===== config.mk =====
export PLATFORM = sky130hd
export DESIGN_NAME = handshake_rr_arbiter
export DESIGN_NICKNAME = d
export VERILOG_FILES = /design/src/rtl/handshake_rr_arbiter_pkg.sv /design/src/rtl/handshake_rr_arbiter_rr_pick.sv /design/src/rtl/handshake_rr_arbiter.sv
export SDC_FILE = /design/constraint.sdc
export NUM_CORES = 1
export LEC_CHECK = 0
export BUFFER_PORTS_ARGS = -buffer_cell sky130_fd_sc_hd__buf_2
export CORE_ASPECT_RATIO = 0.6
export CORE_UTILIZATION = 25
export CTS_CLUSTER_SIZE = 25
export DETAILED_ROUTE_END_ITERATION = 6
export SYNTH_ARGS = -nofsm -noshare
export SYNTH_HDL_FRONTEND = slang
export SYNTH_SLANG_ARGS = --single-unit

===== constraint.sdc =====
create_clock -name clk -period 2.33 [get_ports clk]
set_input_delay 0.1165 -clock clk [delete_from_list [all_inputs] [get_ports clk]]
set_output_delay 0.1165 -clock clk [all_outputs]
set_load 0.02 [all_outputs]

===== src/rtl/handshake_rr_arbiter_pkg.sv =====
// Shared defaults for the round-robin handshake arbiter and its picker.
package handshake_rr_arbiter_pkg;

    localparam int N_SRC_DEF = 4;
    localparam int DW_DEF    = 8;
    localparam int SW_DEF    = 2;

endpackage


===== src/rtl/handshake_rr_arbiter_rr_pick.sv =====
// Combinational round-robin picker: rotate requests so the slot after
// last_grant sits at bit 0, take the lowest set bit, rotate the index back.
module handshake_rr_arbiter_rr_pick
    import handshake_rr_arbiter_pkg::*;
#(
    parameter int N_SRC = N_SRC_DEF,
    parameter int SW    = SW_DEF
) (
    input  logic [N_SRC-1:0] req,
    input  logic [SW-1:0]    last_grant,
    output logic             gnt_vld,
    output logic [SW-1:0]    gnt_idx
);

    localparam logic [SW-1:0] LAST_IDX = SW'(N_SRC - 1);
    localparam logic [SW:0]   N_WIDE   = (SW + 1)'(N_SRC);

    logic [SW-1:0]        start_s;
    logic [2*N_SRC-1:0]   dbl_s;
    logic [2*N_SRC-1:0]   shifted_s;
    logic [N_SRC-1:0]     rot_s;
    logic [SW-1:0]        off_s;
    logic [SW:0]          sum_s;

    // Rotate the request vector so the highest-priority slot is bit 0.
    always_comb begin
        start_s   = (last_grant >= LAST_IDX) ? {SW{1'b0}} : last_grant + {{(SW-1){1'b0}}, 1'b1};
        dbl_s     = {req, req};
        shifted_s = dbl_s >> start_s;
        rot_s     = shifted_s[N_SRC-1:0];
    end

    // Lowest set bit of the rotated vector; scanning downward lets bit 0 win last.
    always_comb begin
        off_s = {SW{1'b0}};
        for (int i = N_SRC - 1; i >= 0; i--) begin
            off_s = rot_s[i] ? SW'(i) : off_s;
        end
    end

    // Undo the rotation with a modulo-N add (sum never exceeds 2N-2).
    always_comb begin
        sum_s   = {1'b0, start_s} + {1'b0, off_s};
        gnt_idx = (sum_s >= N_WIDE) ? SW'(sum_s - N_WIDE) : SW'(sum_s);
        gnt_vld = |rot_s;
    end

endmodule


===== src/rtl/handshake_rr_arbiter.sv =====
// Round-robin arbiter sharing one valid/ready byte channel among N_SRC
// senders through a single registered output stage (1 beat/cycle, 1-cycle latency).
module handshake_rr_arbiter
    import handshake_rr_arbiter_pkg::*;
#(
    parameter int N_SRC = N_SRC_DEF,
    parameter int DW    = DW_DEF,
    parameter int SW    = SW_DEF
) (
    input  logic                clk,
    input  logic                rst_n,
    input  logic [N_SRC-1:0]    s_valid_i,
    input  logic [N_SRC*DW-1:0] s_data_i,
    output logic [N_SRC-1:0]    s_ready_o,
    output logic                m_valid_o,
    output logic [DW-1:0]       m_data_o,
    output logic [SW-1:0]       m_src_o,
    input  logic                m_ready_i
);

    localparam logic [SW-1:0] LAST_IDX = SW'(N_SRC - 1);

    logic                load_en_s;
    logic                up_xfer_s;
    logic                dn_xfer_s;
    logic                gnt_vld_s;
    logic [SW-1:0]       gnt_idx_s;
    logic [DW-1:0]       win_data_s;
    logic [N_SRC-1:0]    ready_s;

    logic                m_valid_r;
    logic [DW-1:0]       m_data_r;
    logic [SW-1:0]       m_src_r;
    logic [SW-1:0]       last_grant_r;

    handshake_rr_arbiter_rr_pick #(
        .N_SRC (N_SRC),
        .SW    (SW)
    ) u_pick (
        .req        (s_valid_i),
        .last_grant (last_grant_r),
        .gnt_vld    (gnt_vld_s),
        .gnt_idx    (gnt_idx_s)
    );

    // Ready is gated by rst_n so no sender sees a handshake while reset is held.
    always_comb begin
        load_en_s  = !m_valid_r || m_ready_i;
        up_xfer_s  = rst_n && load_en_s && gnt_vld_s;
        dn_xfer_s  = m_valid_r && m_ready_i;
        win_data_s = {DW{1'b0}};
        ready_s    = {N_SRC{1'b0}};
        for (int k = 0; k < N_SRC; k++) begin
            ready_s[k] = up_xfer_s && (gnt_idx_s == SW'(k));
            win_data_s = (gnt_idx_s == SW'(k)) ? s_data_i[k*DW +: DW] : win_data_s;
        end
    end

    // Output stage and priority pointer; a new beat overwrites a draining one.
    always_ff @(posedge clk or negedge rst_n) begin
        if (!rst_n) begin
            m_valid_r    <= 1'b0;
            m_data_r     <= {DW{1'b0}};
            m_src_r      <= {SW{1'b0}};
            last_grant_r <= LAST_IDX;
        end else if (up_xfer_s) begin
            m_valid_r    <= 1'b1;
            m_data_r     <= win_data_s;
            m_src_r      <= gnt_idx_s;
            last_grant_r <= gnt_idx_s;
        end else if (dn_xfer_s) begin
            m_valid_r    <= 1'b0;
            m_data_r     <= {DW{1'b0}};
            m_src_r      <= {SW{1'b0}};
            last_grant_r <= last_grant_r;
        end else begin
            m_valid_r    <= m_valid_r;
            m_data_r     <= m_data_r;
            m_src_r      <= m_src_r;
            last_grant_r <= last_grant_r;
        end
    end

    assign s_ready_o = ready_s;
    assign m_valid_o = m_valid_r;
    assign m_data_o  = m_data_r;
    assign m_src_o   = m_src_r;

endmodule

Yosys cells after proc, flatten, opt, wreduce, memory -nomap -nowiden

Cells that the tools add are included.

Flip-flop bits (word level): 13
Bits in latches: 0
Memory bits (writable): 0
ROM bits: 0
Bits of input ports: 39
Output and inout bits: 15
Word-level logic and storage cells: 41
Memories kept: 0

$add $sub $neg: 3
Multiply operators: 0
Divide/modulo/power cells: 0
$lt $le $gt $ge: 2
Eq/ne operators: 3
Shift operators: 1
Multiplexer cells: 16
Bitwise logic cells: 0
Reductions and logical operators: 12

Operators by type and width:

| kind                  | number |
|---|---|
| $mux W8               | 6 |
| $mux W2               | 8 |
| $shr A8 B2 Y4         | 1 |
| $logic_and A1 B1 Y1   | 7 |
| $eq A2 B2 Y1 const B  | 2 |
| $reduce_or A4 Y1      | 1 |
| $add A2 B2 Y3         | 1 |
| $ge A3 B3 Y1 const B  | 1 |
| $add A2 B1 Y2 const B | 1 |
| $eq A2 B1 Y1 const B  | 1 |
| $ge A2 B2 Y1 const B  | 1 |
| $logic_not A2 Y1      | 1 |
| $mux W1               | 2 |
| $reduce_bool A2 Y1    | 1 |
| $sub A2 B1 Y2 const B | 1 |
| $logic_not A1 Y1      | 1 |
| $logic_or A1 B1 Y1    | 1 |

Longest topological paths before layout

Gate-level depths: netlist of run 1.

Word-level depth: 16
Depth in mapped cells: 12
Depth with buffers taken out: 11

Cells and area by module

From an unflattened synthesis of run 1, not the netlist that was laid out.

Cell total of the unflattened synthesis: 77
Area total of the unflattened synthesis: 940.9 µm²

By module, submodules not included:

| module                       | times used | cells each | area each (µm²) | sequential area each (µm²) |
|---|---|---|---|---|
| handshake_rr_arbiter         | 1          | 49         | 735.7           | 327.8 |
| handshake_rr_arbiter_rr_pick | 1          | 28         | 205.2           | 0.0 |

Worst setup path before layout of run 1

Ideal clock, no wire load.

Path type: register -> output
From: register last_grant_r[0]
To: output port s_ready_o[2]
Arrival: 2.335 ns
Required time: 2.214 ns
Setup slack: -0.121 ns
Stages on the path, launching flop included: 11
Buffers on the path: 1
Path through: dfstp_2 ha_1 nand2_1 a21oi_1 nor2_1 a211oi_1 a21oi_1 ha_1 xnor2_2 buf_6 nor3_1

Longest elaborated chain between the ends: 12
Elaborated cells on any way between the ends: 16
Classes of those cells: 3 x add/sub; 2 x order compare; 1 x eq/ne; 1 x shift; 6 x mux; 3 x reduce/logical

RTL lines:

| element                                       | line                               | text |
|---|---|---|
| start: declaration                            | handshake_rr_arbiter.sv:34         | `logic [SW-1:0] last_grant_r;` |
| start signal: assignment                      | handshake_rr_arbiter.sv:70         | `last_grant_r <= gnt_idx_s;` |
| start signal: assignment                      | handshake_rr_arbiter.sv:75         | `last_grant_r <= last_grant_r;` |
| start signal: assignment                      | handshake_rr_arbiter.sv:80         | `last_grant_r <= last_grant_r;` |
| $add A2 B1 Y2 or $ge A2 B2 Y1 (tied branches) | handshake_rr_arbiter_rr_pick.sv:27 | `start_s = (last_grant >= LAST_IDX) ? {SW{1'b0}} : last_grant + {{(SW-1){1'b0}}, 1'b1};` |
| $mux W2 (*)                                   | handshake_rr_arbiter_rr_pick.sv:27 |  |
| $shr A8 B2 Y4                                 | handshake_rr_arbiter_rr_pick.sv:29 | `shifted_s = dbl_s >> start_s;` |
| $mux W2 (4 in a row)                          | handshake_rr_arbiter_rr_pick.sv:37 | `off_s = rot_s[i] ? SW'(i) : off_s;` |
| $add A2 B2 Y3                                 | handshake_rr_arbiter_rr_pick.sv:43 | `sum_s = {1'b0, start_s} + {1'b0, off_s};` |
| $ge A3 B3 Y1 or $sub A2 B1 Y2 (tied branches) | handshake_rr_arbiter_rr_pick.sv:44 | `gnt_idx = (sum_s >= N_WIDE) ? SW'(sum_s - N_WIDE) : SW'(sum_s);` |
| $mux W2                                       | handshake_rr_arbiter_rr_pick.sv:44 |  |
| $eq A2 B2 Y1                                  | handshake_rr_arbiter.sv:54         | `ready_s[k] = up_xfer_s && (gnt_idx_s == SW'(k));` |
| $logic_and A1 B1 Y1 (*)                       | handshake_rr_arbiter.sv:54         |  |
| end: declaration                              | handshake_rr_arbiter.sv:14         | `output logic [N_SRC-1:0] s_ready_o,` |

Every way passes the cells marked *; elsewhere a longest branch is shown, timed or not.

Worst setup path after layout of run 1

From: register last_grant_r[1]
To: output port s_ready_o[0]

Longest elaborated chain between the ends: 12
Elaborated cells on any way between the ends: 16
Classes of those cells: 3 x add/sub; 2 x order compare; 1 x shift; 6 x mux; 4 x reduce/logical

RTL lines:

| element                                       | line                               | text |
|---|---|---|
| $add A2 B1 Y2 or $ge A2 B2 Y1 (tied branches) | handshake_rr_arbiter_rr_pick.sv:27 |  |
| $mux W2 (*)                                   | handshake_rr_arbiter_rr_pick.sv:27 |  |
| $shr A8 B2 Y4                                 | handshake_rr_arbiter_rr_pick.sv:29 |  |
| $mux W2 (4 in a row)                          | handshake_rr_arbiter_rr_pick.sv:37 |  |
| $add A2 B2 Y3 (*)                             | handshake_rr_arbiter_rr_pick.sv:43 |  |
| $ge A3 B3 Y1 or $sub A2 B1 Y2 (tied branches) | handshake_rr_arbiter_rr_pick.sv:44 |  |
| $mux W2 (*)                                   | handshake_rr_arbiter_rr_pick.sv:44 |  |
| named net gnt_idx_s[0]                        | handshake_rr_arbiter.sv:27         | `logic [SW-1:0] gnt_idx_s;` |
| $logic_not A2 Y1 (*)                          | handshake_rr_arbiter.sv:54         |  |
| $logic_and A1 B1 Y1 (*)                       | handshake_rr_arbiter.sv:54         |  |

Mark *: on every way through the listed nets, which the timed path passes. The rest lies on a longest branch.

==> results of run 1 <==
power by group through the flow:
| stage | Combinational (mW) | Clock [mW] | Sequential [mW] |
|---|---|---|---|
| 2_1_floorplan | 1.04 | 0 | 0.481 |
| 3_3_place_gp | 1.52 | 0 | 0.391 |
| 3_5_place_dp | 1.58 | 0 | 0.393 |
| 4_1_cts | 1.86 | 0.209 | 0.392 |
| 5_1_grt | 2.04 | 0.220 | 0.404 |
| 6_report | 1.89 | 0.202 | 0.391 |
worst max path at each step:
stage	from	endpoint	slack, ps
3_3_place_gp	last_grant_r[0]$_DFFE_PN1P_	m_data_o[5]$_DFFE_PN0P_	-10
2_1_floorplan	last_grant_r[0]$_DFFE_PN1P_	s_ready_o[2]	-60
6_report	last_grant_r[1]$_DFFE_PN1P_	s_ready_o[0]	-50
3_5_place_dp	last_grant_r[0]$_DFFE_PN1P_	m_data_o[1]$_DFFE_PN0P_	-150
5_1_grt	last_grant_r[1]$_DFFE_PN1P_	m_data_o[1]$_DFFE_PN0P_	-220
4_1_cts	last_grant_r[1]$_DFFE_PN1P_	s_ready_o[1]	-60
kinds of logic (layout without fill, tap and decap cells):
family / Yosys count / in the layout
AO/OA/AOI/OAI: 33 / 33
AND/OR/NAND/NOR: 27 / 27
flip-flops: 13 / 13
multiplexers: 9 / 9
buffers and inverters: 6 / 72
adder cells (fa/ha/maj): 2 / 2
XOR/XNOR: 1 / 1
worst max-delay path, cell delays in order, from the launching register on:
cell      delay, ps
dfstp_2         550
ha_4            230
nand2_2          70
a21oi_2          50
nor2_1          140
a211oi_2         50
a21oi_1         130
ha_2            300
buf_6           130
nor2_4          110
and2_4          160
buf_6           110
registers in the layout, indices dropped and copies added (netlist names):
register      flops
last_grant_r      2
m_data_o          8
m_valid_o         1
m_src_o           2
cell type report:
| class | count | area [sq um] |
|---|---|---|
| Multi-Input combinational cell | 72 | 746 |
| Inverter | 2 | 7.51 |
| Sequential cell | 13 | 328 |
| Tap cell | 47 | 58.8 |
| Timing Repair Buffer | 66 | 410 |
| Clock buffer | 4 | 45.0 |
| Fill cell | 349 | 2170 |
layout by cell type (no fill, tap or decap), types with 2 or more instances in the layout:
| master | instances |
|---|---|
| nor2_4 | 2 |
| clkbuf_8 | 3 |
| and2_1 | 8 |
| mux2i_1 | 9 |
| nor2b_1 | 2 |
| dfstp_2 | 2 |
| a21oi_1 | 3 |
| o21ai_0 | 3 |
| dfrtp_1 | 11 |
| nor3_2 | 2 |
| buf_6 | 6 |
| a21o_1 | 2 |
| buf_4 | 9 |
| nor2_1 | 2 |
| a221oi_2 | 16 |
| nand2_1 | 2 |
| and2_4 | 2 |
| buf_2 | 49 |
metal layers:
layer | track usage | wire length, microns | vias to the layer above
met5 | 0 | 0 | -
met4 | 0.0259 | 10 | 0
met3 | 0.0517 | 215 | 2
met2 | 0.258 | 1390 | 39
met1 | 0.171 | 1310 | 485
li1 | - | - | 494
repair_timing:
item,4_1_cts,5_1_grt
setup endpoints to repair,12,13
hold buffers,1,0
endpoints found under the hold margin,11,0
pin swaps,10,3
setup buffers,5,0
gates resized for setup,23,6
==> summary.txt, run 1 <==
Power
  – Int Power: 1.41 mW
  – Comb pwr share: 0.761
  – NetSw: approximately 1.1 mW
  – Leak pwr: about 0.74 nW
  – Clock Power Share: 0.081
  – Flop pwr share: 0.157
  – Pwr/cell area: about 1600 nW/um^2
  – Switching portion of total power: 0.433
  – Max VDD drop: 0.841 mV
  – Tot Pwr: 2.49 mW

Yosys
  – Post-Synth Simple-Gate Area: 0.178
  – Top cell type's share of synthesized area: 0.272
  – #FFs+latches synth: 13
  – Most instantiated cells after synthesis: dfrtp_1 (11), and2_1 (10), a221oi_1 (9), mux2i_1 (9), a221oi_2 (7)
  – Async SR Flop Fraction: 1.00
  – Synth cell types: 32
  – Syn_nets: around 130
  – Synthesized area per cell: around 11 sq um
  – Cells after synthesis: 91
  – Top FF cell, synth: dfrtp_1
  – Post-synth EDFFs: 0
  – Xor and xnor fraction of the mapped netlist area: 0.0161
  – Compound-Gate Fraction of Synth Area: 0.322
  – Mux contribution to synthesized area: 0.0891
  – Largest family of logic cells by synthesized area: compound AO/OA/AOI/OAI gates
  – Leading area contributor after synthesis: dfrtp_1
  – Register area share after synthesis: 0.324
  – Synth warnings: 0
  – Adder-cell share of the synthesized area: 0.0248
  – Most frequent cell after synthesis: dfrtp_1
  – Synth Cell Area: slightly above 1000 sq um
  – Area contributors post-synth: dfrtp_1 (27%), a221oi_2 (10%), mux2i_1 (8.9%), a221oi_1 (7.8%), and2_1 (6.2%)

STA
  – Final min period: 2380 ps
  – Worst Tran Pin Value: 429 ps
  – Rel. slew slack: 0.714
  – Post-Route Setup TNS: -184 ps
  – Endpoints failing hold: 0
  – Clock skew: 3.51 ps
  – Hold slack: 158 ps
  – Final setup vio count: 10
  – Fin crit share: 1.02
  – RSZ-0062 raised after global routing: true
  – Final slew viol count: 0
  – Setup ws final: -52.9 ps
  – Fmax: 0.420 GHz

Final layout
  – Share of layout cells above drive strength 1: 0.669
  – NumNets Final: 199
  – Post-Layout Cell Count: about 200
  – Layout area overhead: 57.8%
  – Util after Layout: 0.424
  – Post-route cell area: between 1500 and 2000 sq um
  – Diode count: 0

Detailed routing
  – Total iterations of the first detailed-routing run: 6
  – Iteration-0 DRC Markers: 46
  – Antenna Nets Post-Route: 0
  – Vias per cell: 5.00
  – Via count: 1020
  – DRT Wirelength: 2.92 mm
  – Average wire per standard cell: 14.3 microns
  – Residual DRC: 8

Clock tree
  – Worst skew pair latency: 240 ps
  – # clock sinks: 13
  – # H-tree levels: 1
  – Longest Clk Path Bufs: 2
  – CTS tree: yes
  – Clk slew on worst S/H paths: 50 ps
  – CTS Buf Count: 3
  – CTS Root Cell: clkbuf_8

Setup path
  – Crit path max fanout: 8
  – Critical path data arrival time: about 2300 ps
  – Critical path class: reg -> out
  – CP Capture Type: output port
  – Critical Path RT: approximately 2200 ps
  – Reg2reg setup slack: -30 ps
  – RR Startpoint: last_grant_r[1]$_DFFE_PN1P_
  – CP Launch Type: flip-flop
  – R2R depth: 13
  – Worst R2R End: m_data_o[1]$_DFFE_PN0P_

Floorplan
  – Die Area: between 4000 and 5000 sq um
  – Initial Util: 0.269
  – Ports: 54
  – Core Region: ~3800 sq um
  – Site Rows: 17
  – Die Span Y: 51.3 microns
  – Die X-Extent: approximately 84 microns

Run status
  – Failing checks: DRC, setup timing
  – Status: finished with violations

Global routing
  – Grt total ovfl: 0
  – First-pass GRT wire length: 4.81 mm
  – Vias in the first global route: 1063
  – GR Util All Layers: 0.145
  – Initial antenna violation count: 0
  – Pin count of the biggest net entering global routing: 15

Placed design
  – Placed insts: 195
  – GPL Wtd Cong: about 0.71
  – Post-DP HPWL: 2.25 mm
  – Placement-stage cell area: between 1000 and 1500 sq um
  – Pre-CTS WS: -148 ps
  – Port buffer count: 53

Min path
  – Hold EP: m_data_o[7]$_DFFE_PN0P_
  – Type of the most critical hold path: in -> reg
  – Hold_sp: s_data_i[31]
  – WHS Path Cells: 3

Job
  – Max Cap Violations: 0
(Power assumes the default switching activity.)
==> inputs of run 2 (changes only) <==
--- a/config.mk
+++ b/config.mk
@@ -10,6 +10,7 @@
 export CORE_UTILIZATION = 25
 export CTS_CLUSTER_SIZE = 25
 export DETAILED_ROUTE_END_ITERATION = 6
+export MAX_ROUTING_LAYER = met4
 export SYNTH_ARGS = -nofsm -noshare
 export SYNTH_HDL_FRONTEND = slang
 export SYNTH_SLANG_ARGS = --single-unit
==> run 2 against run 1 <==
  * The run still ends with DRC, setup timing left
  * Utilization unchanged
  * Via count up 0.39%
  * Critical path depth unchanged
  * Final cell count unchanged
  * Cell area unchanged
  * Routed wire length up 0.10%
  * First-iteration DRC count down 2.2%
==> summary.txt, run 2 (same netlist as run 1, synthesis figures left out) <==
Setup path
  – Critical path class: reg -> out
  – Crit path top cell by count: buf_6
  – Crit path max fanout: 8 (unchanged)
  – CP Capture Type: output port
  – CP peak stage delay: 550 ps (about the same)
  – Critical Path RT: 2210 ps (about the same)
  – CP Cell Sequence: ha_4, nand2_2, a21oi_2, nor2_1, a211oi_2, a21oi_1, ha_2, buf_6, nor2_4, and2_4, buf_6
  – Top delay family on crit path: flip-flops
  – Slowest stage cell, crit path: dfstp_2
  – Critical path data arrival time: 2270 ps (about the same)
  – CP Launch Type: flip-flop
  – Buf+Inv Stages, Crit Path: 2 (unchanged)

STA
  – Final min period: 2380 ps (-0.965 ps)
  – RSZ-0062 raised after global routing: true
  – Final setup vio count: 10 (unchanged)
  – Setup ws final: -52.0 ps (+0.965 ps)
  – Rel. slew slack: 0.714 (about the same)
  – Final slew viol count: 0 (unchanged)
  – Worst Tran Pin Value: 429 ps (+0.145 ps)
  – Fin crit share: 1.02 (about the same)
  – Endpoints failing hold: 0 (unchanged)
  – Clock skew: 2.54 ps (-0.969 ps)
  – Fmax: 0.420 GHz (about the same)

Global routing
  – GR Util All Layers: 0.149 (+0.00410)
  – Grt total ovfl: 0 (unchanged)
  – Pin count of the biggest net entering global routing: 15 (unchanged)
  – Vias in the first global route: 1064 (+0.094%)
  – First-pass GRT wire length: 4.80 mm (-0.15%)
  – Initial antenna violation count: 0 (unchanged)

Run status
  – Failing checks: DRC, setup timing
  – Status: finished with violations

Final layout
  – Post-route cell area: 1600 sq um (unchanged)
  – Max reg flops: 8 (unchanged)
  – Util after Layout: 0.424 (unchanged)
  – Layout area overhead: 57.8% (unchanged)
  – NumNets Final: 199 (unchanged)
  – Commonest non-fill, non-tap cell in the layout: buf_2
  – Commonest cells after routing, fill and taps aside: buf_2 (49), a221oi_2 (16), dfrtp_1 (11)
  – Diode count: 0 (unchanged)
  – Share of layout cells above drive strength 1: 0.669 (unchanged)

Power
  – Switching portion of total power: 0.431 (-0.00162)
  – Flop pwr share: 0.158 (about the same)
  – NetSw: 1.07 mW (-0.66%)
  – Max VDD drop: 0.836 mV (-0.66%)
  – Int Power: 1.41 mW (about the same)
  – Pwr/cell area: 1550 nW/um^2 (-0.29%)
  – Comb pwr share: 0.762 (about the same)
  – Leak pwr: 0.741 nW (unchanged)
  – Clock Power Share: 0.081 (about the same)

Clock tree
  – Worst skew pair latency: 240 ps (about the same)
  – CTS tree: yes
  – Clk slew on worst S/H paths: 50 ps (about the same)
  – # clock sinks: 13 (unchanged)
  – Longest Clk Path Bufs: 2 (unchanged)
  – CTS Buf Count: 3 (unchanged)
  – CTS Root Cell: clkbuf_8
  – # H-tree levels: 1 (unchanged)

Floorplan
  – Die Area: 4310 sq um (unchanged)
  – Core Region: 3760 sq um (unchanged)
  – Site Rows: 17 (unchanged)
  – Die X-Extent: 84.1 microns (unchanged)
  – Ports: 54 (unchanged)
  – Die Span Y: 51.3 microns (unchanged)
  – Initial Util: 0.269 (unchanged)

Placed design
  – Port buffer count: 53 (unchanged)
  – GPL Wtd Cong: 0.719 (+1.1%)
  – Placement-stage cell area: 1400 sq um (unchanged)
  – Post-DP HPWL: 2.25 mm (unchanged)

Detailed routing
  – Via count: 1024 (+0.39%)
  – Iteration-0 DRC Markers: 45 (-2.2%)
  – Residual DRC: 8 (unchanged)
  – Vias per cell: 5.02 (+0.39%)
  – Average wire per standard cell: 14.3 microns (+0.10%)
  – DRT Wirelength: 2.93 mm (+0.10%)
  – Total iterations of the first detailed-routing run: 6 (unchanged)
  – Antenna Nets Post-Route: 0 (unchanged)

Min path
  – Type of the most critical hold path: in -> reg

Job
  – Max Cap Violations: 0 (unchanged)
run 2: cell counts in the layout (fill, tap and decap cells not counted):
Identical to the previous run, type by type.
run 2: metrics by stage:
| stage | setup WS, ps | hold WS (ps) | setup TNS, ps | total power, mW | cells |
|---|---|---|---|---|---|
| global placement | -13.5 | 36.7 | -48.7 | 1.91 | 195 |
| floorplan | -61.3 | -179 | -123 | 1.52 | 91 |
| CTS | -57.4 | 157 | -288 | 2.46 | 204 |
| global route | -217 | 173 | -2210 | 2.66 | 204 |
| detailed placement | -148 | 41.9 | -713 | 1.97 | 195 |
| finish | -52.0 | 159 | -198 | 2.48 | 204 |
run 2: timing repair:
action	CTS	global route
endpoints found under the hold margin	11	0
setup buffers	5	0
pin swaps	10	3
resized for setup	23	6
hold buffers	1	0
endpoints found under the setup margin	12	13
run 2: worst paths after layout:
kind                       depth (start not counted)                           to  slack, ps                   startpoint
hold / removal                                     3      m_data_o[7]$_DFFE_PN0P_        160                 s_data_i[31]
min in group asynchronous                          2        m_valid_o$_DFFE_PN0P_        300                        rst_n
max in group asynchronous                          2  last_grant_r[0]$_DFFE_PN1P_       1730                        rst_n
setup reg to reg                                  13      m_data_o[1]$_DFFE_PN0P_        -30  last_grant_r[1]$_DFFE_PN1P_
setup / recovery                                  11                 s_ready_o[0]        -50  last_grant_r[1]$_DFFE_PN1P_
hold reg to reg                                    1       m_src_o[0]$_DFFE_PN0P_        500       m_src_o[0]$_DFFE_PN0P_
run 2: routing by layer:
| metal | share of wire | vias to the layer above | routed length [microns] | track usage |
|---|---|---|---|---|
| met1 | 0.45 | 492 | 1320 | 0.173 |
| met5 | 0 | - | 0 | - |
| met2 | 0.48 | 37 | 1400 | 0.258 |
| met3 | 0.067 | 2 | 195 | 0.0485 |
| li1 | - | 493 | - | - |
| met4 | 0.0044 | 0 | 13 | 0.0259 |
run 2: final cells by class:
class / instances / area [sq um]
Timing Repair Buffer: 66 / 410
Fill cell: 349 / 2170
Inverter: 2 / 7.51
Clock buffer: 4 / 45.0
Tap cell: 47 / 58.8
Sequential cell: 13 / 328
Multi-Input combinational cell: 72 / 746
run 2: worst min-delay path, cell delays in order:
cell and delay [ps]:
buf_2 80, a221oi_2 40, mux2i_1 110
run 2: power groups by stage:
stage / Combinational [mW] / Sequential, mW / Clock, mW
after global placement: 1.52 / 0.391 / 0
after floorplan: 1.04 / 0.481 / 0
after global routing: 2.04 / 0.404 / 0.220
after detailed placement: 1.58 / 0.393 / 0
after CTS: 1.86 / 0.392 / 0.209
final: 1.89 / 0.392 / 0.200
==> inputs of run 3 (changes only) <==
--- a/config.mk
+++ b/config.mk
@@ -11,6 +11,7 @@
 export CTS_CLUSTER_SIZE = 25
 export DETAILED_ROUTE_END_ITERATION = 6
 export MAX_ROUTING_LAYER = met4
+export SETUP_SLACK_MARGIN = 0.4
 export SYNTH_ARGS = -nofsm -noshare
 export SYNTH_HDL_FRONTEND = slang
 export SYNTH_SLANG_ARGS = --single-unit
==> run 3 against run 2 <==
  * The flow still finishes with violations (DRC, setup timing)
  * Utilization rose by 3.2 points
  * Setup slack worse by 76 ps
  * Maximum frequency is 3.1% lower
  * Routed wire length is 5.8% higher
  * Via count grew 2.0%
  * Non-clock buffer count is 7 higher
  * Sequential power hardly changed
  * Clock-buffer cell count unchanged
  * Largest cell class unchanged
==> summary.txt, run 3 (same netlist as run 1, synthesis figures left out) <==
Run status
  – Status: finished with violations
  – Failing checks: DRC, setup timing

Setup path
  – Critical path data arrival time: 2340 ps (+70 ps)
  – CP Launch Type: flip-flop
  – Slowest stage cell, crit path: dfstp_2
  – CP Capture Type: output port
  – CP peak stage delay: 550 ps (about the same)
  – Critical Path RT: 2210 ps (about the same)
  – Critical path class: reg -> out
  – Crit path max fanout: 7 (-1)
  – CP Cell Sequence: ha_4, nand2_2, a21oi_2, nor2_1, a211oi_2, a21oi_1, ha_2, inv_2, nor2_4, and2_4, buf_6
  – R2R depth: 13 (unchanged)

Power
  – Max VDD drop: 0.562 mV (-33%)
  – Tot Pwr: 2.80 mW (+13%)
  – Pwr/cell area: 1630 nW/um^2 (+4.9%)
  – Leak pwr: 0.796 nW (+7.3%)

Detailed routing
  – Antenna Nets Post-Route: 0 (unchanged)
  – Iteration-0 DRC Markers: 30 (-33%)
  – Total iterations of the first detailed-routing run: 6 (unchanged)
  – Via count: 1044 (+2.0%)
  – Average wire per standard cell: 14.7 microns (+2.3%)
  – DRT Wirelength: 3.10 mm (+5.8%)
  – Vias per cell: 4.95 (-1.4%)
  – Residual DRC: 10 (+2)

Final layout
  – Multi-input logic area: 757 sq um (+1.5%)
  – Util after Layout: 0.455 (+0.0316)
  – Commonest non-fill, non-tap cell in the layout: buf_2
  – NumNets Final: 206 (+3.5%)
  – Layout area overhead: 69.6%
  – Post-Layout Cell Count: 211 (+3.4%)
  – Fill cells: 355 (+1.7%)
  – Commonest cells after routing, fill and taps aside: buf_2 (49), a221oi_2 (16), dfrtp_1 (11)
  – Register area: 328 sq um (unchanged)
  – Diode count: 0 (unchanged)
  – Share of layout cells above drive strength 1: 0.689 (+0.0202)
  – Max reg flops: 8 (unchanged)

Min path
  – Type of the most critical hold path: in -> reg
  – WHS Path Cells: 3 (unchanged)

STA
  – Endpoints failing hold: 0 (unchanged)
  – Final slew viol count: 0 (unchanged)
  – Fin crit share: 1.05 (+0.0327)
  – Rel. slew slack: 0.631 (-0.0822)
  – Fmax: 0.407 GHz (-3.1%)
  – Post-Route Setup TNS: -907 ps (-709 ps)
  – Clock skew: 1.96 ps (-0.587 ps)
  – Final setup vio count: 9 (-1)
  – Worst Tran Pin Value: 551 ps (+122 ps)
  – Setup ws final: -128 ps (-76.1 ps)
  – Final min period: 2460 ps (+76.1 ps)
  – RSZ-0062 raised after global routing: true

Floorplan
  – Initial Util: 0.269 (unchanged)
  – Die Area: 4310 sq um (unchanged)
  – Core Region: 3760 sq um (unchanged)
  – Die X-Extent: 84.1 microns (unchanged)
  – Site Rows: 17 (unchanged)
  – Ports: 54 (unchanged)
  – Die Span Y: 51.3 microns (unchanged)

Clock tree
  – Longest Clk Path Bufs: 2 (unchanged)
  – CTS Root Cell: clkbuf_8
  – # H-tree levels: 1 (unchanged)
  – Worst skew pair latency: 240 ps (about the same)
  – CTS tree: yes
  – # clock sinks: 13 (unchanged)
  – Clk slew on worst S/H paths: 50 ps (about the same)
  – CTS Buf Count: 3 (unchanged)

Global routing
  – GR Util All Layers: 0.151 (+0.00164)
  – Grt total ovfl: 0 (unchanged)
  – First-pass GRT wire length: 4.86 mm (+1.3%)
  – GR Util met1: 0.172 (-0.00145)
  – Vias in the first global route: 1062 (-0.19%)
  – Met3 Track Usage GR: 0.0630 (+0.0145)
  – GRT Max-Usage Layer: met2
  – Pin count of the biggest net entering global routing: 12 (-3)
  – Grt met2 use: 0.262 (+0.00410)
  – Initial antenna violation count: 0 (unchanged)

Placed design
  – Post-DP HPWL: 2.38 mm (+5.9%)
  – Placed insts: 195 (unchanged)
  – GPL Wtd Cong: 0.806 (+12%)
  – Port buffer count: 53 (unchanged)
  – Pre-CTS WS: -103 ps (+45.8 ps)

Job
  – Max Cap Violations: 0 (unchanged)
-- run 3: cell types whose count changed in the layout (fill, tap and decap cells not counted), sizes merged --
| cell | previous run | this run |
|---|---|---|
| dlygate4sd3 | 1 | 2 |
| buf | 65 | 71 |
-- run 3: what timing repair did --
item	in CTS	in global routing
gates cloned	0	0
hold buffers	2	0
pin swaps	9	7
endpoints found under the setup margin	16	16
hold endpoints to repair	11	0
setup buffers	8	2
gates resized for setup	24	4
-- run 3: where the power goes --
group          internal (mW)  total, mW  switching, mW
Combinational           1.19       2.21           1.02
Clock                  0.121      0.198         0.0773
Sequential             0.339      0.390         0.0514
-- run 3: metrics by stage --
stage                     hold slack (ps)  instance area (sq um)
after global placement               40.0                   1430
final                                 170                   1710
after detailed placement             50.6                   1430
after floorplan                      -179                   1060
after CTS                             169                   1670
after global routing                  188                   1710
-- run 3: final timing paths --
path | start | endpoint | slack [ps]
worst max-delay path | last_grant_r[0]$_DFFE_PN1P_ | s_ready_o[1] | -130
worst min-delay path | s_data_i[23] | m_data_o[7]$_DFFE_PN0P_ | 170
worst max register to register | last_grant_r[0]$_DFFE_PN1P_ | m_data_o[6]$_DFFE_PN0P_ | -120
worst min register to register | m_src_o[0]$_DFFE_PN0P_ | m_src_o[0]$_DFFE_PN0P_ | 500
max in group asynchronous | rst_n | m_valid_o$_DFFE_PN0P_ | 930
min in group asynchronous | rst_n | last_grant_r[1]$_DFFE_PN1P_ | 420
-- run 3: metal layers --
metal	routed length [microns]	part of all wire
met1	1310	0.42
met2	1530	0.50
met3	251	0.081
met4	0	0
met5	0	0
-- run 3: area by class of cell --
cell class / count / area share
flip-flops and latches: 13 / 0.191
multi-input cells: 72 / 0.442
repair buffers: 73 / 0.302
well taps: 47 / 0.0343
inverters: 2 / 0.00438
clock buffers: 4 / 0.0263
-- run 3: worst max-delay path: cells and delay by family, from the launching register on --
kind                     cells  cell delay [ps]
AND/OR/NAND/NOR              4              440
buffers and inverters        2              180
adder cells (fa/ha/maj)      2              570
flip-flops                   1              550
AO/OA/AOI/OAI                3              360
